`config.mk`:
```
export PLATFORM = sky130hd
export DESIGN_NAME = mux_scan_sequencer
export DESIGN_NICKNAME = d
export VERILOG_FILES = /design/src/rtl/mux_scan_pkg.sv /design/src/rtl/mux_dwell_counter.sv /design/src/rtl/mux_scan_sequencer.sv
export SDC_FILE = /design/constraint.sdc
export NUM_CORES = 1
export LEC_CHECK = 0
export ABC_CLOCK_PERIOD_IN_PS = 1390
export BUFFER_PORTS_ARGS = -buffer_cell sky130_fd_sc_hd__clkbuf_2
export CORE_UTILIZATION = 46
export DETAILED_ROUTE_END_ITERATION = 7
export PLACE_DENSITY = 0.76
export REMOVE_ABC_BUFFERS = 1
export SKIP_LAST_GASP = 1
export SYNTH_ARGS = -nofsm -noshare
export SYNTH_HDL_FRONTEND = slang
export SYNTH_SLANG_ARGS = --single-unit
```
`constraint.sdc`:
```
create_clock -name clk -period 1.39 [get_ports clk]
set_clock_uncertainty 0.15 [all_clocks]
set_input_delay 0.139 -clock clk [delete_from_list [all_inputs] [get_ports clk]]
set_output_delay 0.139 -clock clk [all_outputs]
set_load 0.01 [all_outputs]
```
`src/rtl/mux_scan_pkg.sv`:
```
// Shared types and sizes for the 4:1 mux scan sequencer and its mux4x1 bench.
package mux_scan_pkg;
  localparam int N_CH    = 4;
  localparam int SEL_W   = 2;
  localparam int DWELL_W = 4;

  typedef enum logic [1:0] {
    IDLE = 2'd0,
    SCAN = 2'd1,
    DONE = 2'd2
  } state_t;
endpackage

```
`src/rtl/mux_dwell_counter.sv`:
```
// Per-channel dwell counter: hit marks the last cycle of a channel's dwell.
// Registered count; load wins over run, counter holds when run is low.
module mux_dwell_counter
  import mux_scan_pkg::*;
(
  input  logic               clk,
  input  logic               rst_n,
  input  logic               load,
  input  logic               run,
  input  logic [DWELL_W-1:0] dwell_in,
  output logic               hit
);
  logic [DWELL_W-1:0] dwell_reg;
  logic [DWELL_W-1:0] cnt;

  always_ff @(posedge clk or negedge rst_n) begin
    if (!rst_n) begin
      dwell_reg <= '0;
      cnt       <= '0;
    end else if (load) begin
      dwell_reg <= dwell_in;
      cnt       <= '0;
    end else if (run) begin
      // Clearing on hit keeps cnt <= dwell_reg, so the widest dwell never wraps.
      cnt <= hit ? '0 : cnt + 1'b1;
    end
  end

  assign hit = (cnt == dwell_reg);
endmodule

```
`src/rtl/mux_scan_sequencer.sv`:
```
// Steps a captured word through a 4:1 mux, one channel per dwell, reassembling y.
// done lands 4*(dwell+1) edges after start; start is ignored while busy.
module mux_scan_sequencer
  import mux_scan_pkg::*;
(
  input  logic               clk,
  input  logic               rst_n,
  input  logic               start,
  input  logic               abort,
  input  logic [N_CH-1:0]    data_in,
  input  logic [DWELL_W-1:0] dwell,
  input  logic               y_in,
  output logic [N_CH-1:0]    i,
  output logic [SEL_W-1:0]   s,
  output logic               sel_valid,
  output logic               busy,
  output logic               done,
  output logic [N_CH-1:0]    word_out
);
  localparam logic [SEL_W-1:0] LAST_CH = SEL_W'(N_CH - 1);

  state_t            state_q, state_d;
  logic              accept, advance, run, hit;
  logic [N_CH-1:0]   i_q, word_q;
  logic [SEL_W-1:0]  s_q;

  mux_dwell_counter u_cnt (
    .clk      (clk),
    .rst_n    (rst_n),
    .load     (accept),
    .run      (run),
    .dwell_in (dwell),
    .hit      (hit)
  );

  always_comb begin
    state_d = state_q;
    accept  = 1'b0;
    advance = 1'b0;
    case (state_q)
      IDLE: if (start) begin
        state_d = SCAN;
        accept  = 1'b1;
      end
      // abort beats a coincident final sample: no sample, no done.
      SCAN: if (abort) begin
        state_d = IDLE;
      end else if (hit) begin
        advance = 1'b1;
        if (s_q == LAST_CH) state_d = DONE;
      end
      DONE:    state_d = IDLE;
      default: state_d = IDLE;
    endcase
  end

  assign run = (state_q == SCAN) && !abort;

  always_ff @(posedge clk or negedge rst_n) begin
    if (!rst_n) begin
      state_q <= IDLE;
      i_q     <= '0;
      s_q     <= '0;
      word_q  <= '0;
    end else begin
      state_q <= state_d;
      if (accept) begin
        i_q    <= data_in;
        s_q    <= '0;
        word_q <= '0;
      end else if (advance) begin
        word_q[s_q] <= y_in;
        if (s_q != LAST_CH) s_q <= s_q + 1'b1;
      end
    end
  end

  assign i         = i_q;
  assign s         = s_q;
  assign word_out  = word_q;
  assign sel_valid = (state_q == SCAN);
  assign busy      = (state_q != IDLE);
  assign done      = (state_q == DONE);
endmodule

```
==> results.rst <==
.. list-table::
   :header-rows: 1

   * - Metric
     - Value
   * - Number of global-route vias before repair
     - 1029
   * - Avg Vias per Cell
     - 5.125
   * - Wire length after detailed routing
     - 2830 um
   * - Routed length per instance
     - 14.74 um
   * - Post-layout net count
     - 184
   * - Clock latency at the later pin of the worst-skew pair
     - 0.29 ns
   * - Avg Synthesized Cell Area
     - 9.774 sq um
   * - Worst-path cell with the longest stage delay
     - sky130_fd_sc_hd__dfrtp_1
   * - X dimension of the die
     - 49.46 um
   * - Count of inserted antenna diode cells
     - 0
   * - Ordered list of cells on the worst path
     - xnor2_2, nand4_2, or4_4, a21oi_2
   * - Run status
     - finished with violations
   * - I/O pin count
     - 26
   * - H-Tree Depth
     - 1
   * - Fmax
     - 629.7 MHz
   * - Final period util
     - 114.3%
   * - Violations in the final reports
     - setup timing
   * - Final number of max-transition violations
     - 0
   * - Part of the Yosys area used for sequential elements
     - 48.31%
   * - Final worst-path setup slack
     - -0.1981 ns
   * - Power density relative to cell area
     - 1253 nW/um^2
   * - Relative slew slack
     - 66.61%
   * - Post-synth cell types
     - 29
   * - Total negative setup slack
     - -1.904 ns
   * - Maximum number of pins on one net before global-route repair
     - 21
   * - Kind of start point of the critical path
     - register
   * - Total iterations of the first detailed-routing run
     - 4
   * - Clock Path Buffers
     - 2
   * - Number of buffers inserted during clock tree synthesis
     - 3
   * - Type of the most critical hold path
     - in -> reg
   * - Placed cell area
     - 1286 sq um
   * - FF+latch count, synth
     - 20
   * - Crit path buffers/inverters
     - 0
   * - Combinational family with the most area after synthesis
     - simple AND/OR/NAND/NOR gates
   * - Number of buffers added on ports
     - 25
   * - Post-Syn Instances
     - 106
   * - Post-layout utilization of the core
     - 79.29%
   * - Layout cells sized above 1
     - 51.52%
   * - Placer's final routability congestion estimate
     - 0.7687
   * - Required time of the worst setup path
     - 1.48 ns
   * - Die Outline Area
     - 2446 sq um
   * - HP Start
     - abort
   * - Most area-hungry cell type in the Yosys netlist
     - sky130_fd_sc_hd__dfrtp_1
   * - Die span in y
     - 49.46 um
   * - Crit Path Category
     - reg -> reg
   * - Arrival @ worst endpoint
     - 1.68 ns
   * - Floorplan Core Area
     - 2042 sq um
   * - Worst slew pin tran
     - 0.5009 ns
   * - Largest cells by area after synthesis
     - sky130_fd_sc_hd__dfrtp_1, sky130_fd_sc_hd__nand2_1, sky130_fd_sc_hd__ha_1, sky130_fd_sc_hd__xnor2_2, sky130_fd_sc_hd__mux2i_1
   * - Worst r2r src
     - u_cnt.dwell_reg[0]$_DFFE_PN0P_
   * - Number of synthesized flops with an enable pin
     - 0
   * - Detailed placement HPWL
     - 1678 um
   * - Layout area overhead
     - 56.28%
   * - Kind of cell with the highest combined delay on the critical path
     - simple AND/OR/NAND/NOR gates
   * - Final hold viol count
     - 0
   * - Total track usage
     - 24.72%
   * - Top-area cell type share of the netlist area
     - 48.31%
   * - Total number of placement rows
     - 16
   * - Max incr delay on CP
     - 0.44 ns
   * - Fraction of the mapped netlist area in adder cells
     - 6.039%
   * - Post-CTS clock slew at the launch and capture registers of the worst setup and hold paths
     - 0.12 ns
   * - Number of cells traversed by the worst register-to-register path
     - 4
   * - Drt drc
     - 0
   * - Most frequent cells after synthesis
     - sky130_fd_sc_hd__nand2_1, sky130_fd_sc_hd__dfrtp_1, sky130_fd_sc_hd__ha_1, sky130_fd_sc_hd__nand3_1, sky130_fd_sc_hd__o21ai_0
   * - Total power draw
     - 2.028 mW
   * - Wire length of the first global-routing pass
     - 4616 um
   * - Root buffer selected by CTS
     - sky130_fd_sc_hd__clkbuf_4
   * - Async set-reset flop share out of synthesis
     - 100.0%
   * - Main flop type after synthesis
     - sky130_fd_sc_hd__dfrtp_1
   * - Highest ir drop seen on vdd
     - 0.8846 mV
   * - Clock tree from TritonCTS
     - done
   * - Reg-to-reg endpoint
     - s[0]$_DFFE_PN0P_
   * - Area fraction in and, or, nand and nor cells after synthesis
     - 24.15%
   * - Setup violators final
     - 20
   * - Worst Path Max Fanout
     - 2
   * - Antenna-violating nets left
     - 0
   * - Overflow left after global routing
     - 0
   * - Number of clock sinks
     - 20
   * - Number of warnings printed during yosys synthesis
     - 0
   * - Starting Density
     - 50.74%
   * - Destination of the worst hold path
     - u_cnt.cnt[3]$_DFFE_PN0P_
   * - Via total after detailed routing
     - 984
   * - Post-synthesis share of cell area spent on xor and xnor gates
     - 6.401%
   * - Slack of the worst reg-to-reg path
     - -0.20 ns
   * - Number of maximum-capacitance violations
     - 0
   * - Final cell area excluding filler cells
     - 1619 sq um
   * - Most frequent cell after synthesis
     - sky130_fd_sc_hd__nand2_1
   * - Final critical delay including setup and external delays
     - 1.588 ns
   * - Leakage
     - 0.8263 nW
   * - Setup repair after global routing missed its margin
     - yes
   * - Number of DRC markers after the initial detailed-route iteration
     - 19
   * - Cell area after technology mapping
     - 1036 sq um
   * - Cell depth of the worst min-delay path
     - 5
   * - Compound-gate portion of the synthesized area
     - 9.783%
   * - Antenna violations before repair
     - 0
   * - Share of cell area taken by muxes after synthesis
     - 2.899%
   * - Critical Path End Type
     - register
==> metrics by stage <==
stage	worst slack, ns	hold WS (ns)	cells
floorplan	-0.1960	-0.3066	103
global placement	-0.1460	-0.02912	169
detailed placement	-0.2085	-0.02213	169
CTS	-0.1842	0.1295	187
global route	-0.2329	0.1538	192
finish	-0.1981	0.1435	192
==> worst min-delay path: stages <==
cell	delay [ns]
sky130_fd_sc_hd__clkbuf_2	0.10
sky130_fd_sc_hd__nor3b_2	0.05
sky130_fd_sc_hd__buf_4	0.15
sky130_fd_sc_hd__nand2_2	0.08
sky130_fd_sc_hd__o21ai_2	0.05
==> cell families after synthesis <==
logic type,count (synthesis)
AO/OA/AOI/OAI,15
AND/OR/NAND/NOR,52
buffers and inverters,6
multiplexers,3
XOR/XNOR,5
adder cells (fa/ha/maj),5
flip-flops,20
==> power breakdown <==
| part | internal (mW) | switching (mW) | leakage [nW] |
|---|---|---|---|
| clock | 0.159 | 0.185 | 0.0210 |
| sequential | 0.683 | 0.0894 | 0.260 |
| combinational | 0.463 | 0.448 | 0.545 |
==> layout by cell type (no fill, tap or decap), types with 2 or more instances in the layout <==
cell type                       instances
sky130_fd_sc_hd__o21ai_2                2
sky130_fd_sc_hd__buf_4                 16
sky130_fd_sc_hd__or2_4                  3
sky130_fd_sc_hd__nand3_2                3
sky130_fd_sc_hd__dfrtp_1               19
sky130_fd_sc_hd__mux2i_1                3
sky130_fd_sc_hd__a21oi_2                2
sky130_fd_sc_hd__xnor2_2                4
sky130_fd_sc_hd__clkbuf_4               3
sky130_fd_sc_hd__inv_1                  3
sky130_fd_sc_hd__ha_1                   5
sky130_fd_sc_hd__nand2_2               10
sky130_fd_sc_hd__and2b_1                3
sky130_fd_sc_hd__clkbuf_2              23
sky130_fd_sc_hd__buf_6                  7
sky130_fd_sc_hd__o21ai_0                2
sky130_fd_sc_hd__nand3_1                2
sky130_fd_sc_hd__nand2_1               22
sky130_fd_sc_hd__dlygate4sd3_1         10
==> metal layers <==
metal  share of wire, %  vias to the layer above  track usage [%]
li1                   -                      473                -
met1                 43                      476            32.32
met2                 52                       31            42.47
met3                4.1                        4            4.012
met4                1.0                        0            6.667
met5                  0                        -                0
==> area by class of cell <==
class	count	area, sq um
inverter	3	11.26
clock buffer	4	36.28
timing repair buffer	57	419.2
sequential	20	501.7
fill	145	422.9
tap	27	33.78
multi-input combinational	81	616.8
==> worst max path at each step <==
stage,from,to,slack (ns),cells after the start
2_1_floorplan,s[0]$_DFFE_PN0P_,s[0]$_DFFE_PN0P_,-0.20,3
3_3_place_gp,state_q[0]$_DFFE_PN0P_,word_out[0]$_DFFE_PN0P_,-0.15,4
3_5_place_dp,state_q[0]$_DFFE_PN0P_,word_out[2]$_DFFE_PN0P_,-0.21,4
4_1_cts,state_q[0]$_DFFE_PN0P_,s[0]$_DFFE_PN0P_,-0.18,4
5_1_grt,u_cnt.dwell_reg[0]$_DFFE_PN0P_,s[0]$_DFFE_PN0P_,-0.23,4
6_report,u_cnt.dwell_reg[0]$_DFFE_PN0P_,s[0]$_DFFE_PN0P_,-0.20,4
==> timing repair <==
action / in CTS / in global routing
cloned: 2 / 0
setup buffers: 2 / 5
endpoints found under the setup margin: 21 / 23
resized for setup: 20 / 24
pin swaps: 12 / 24
hold buffers: 10 / 0
endpoints found under the hold margin: 32 / 0
Power figures use the tool's default switching activity.
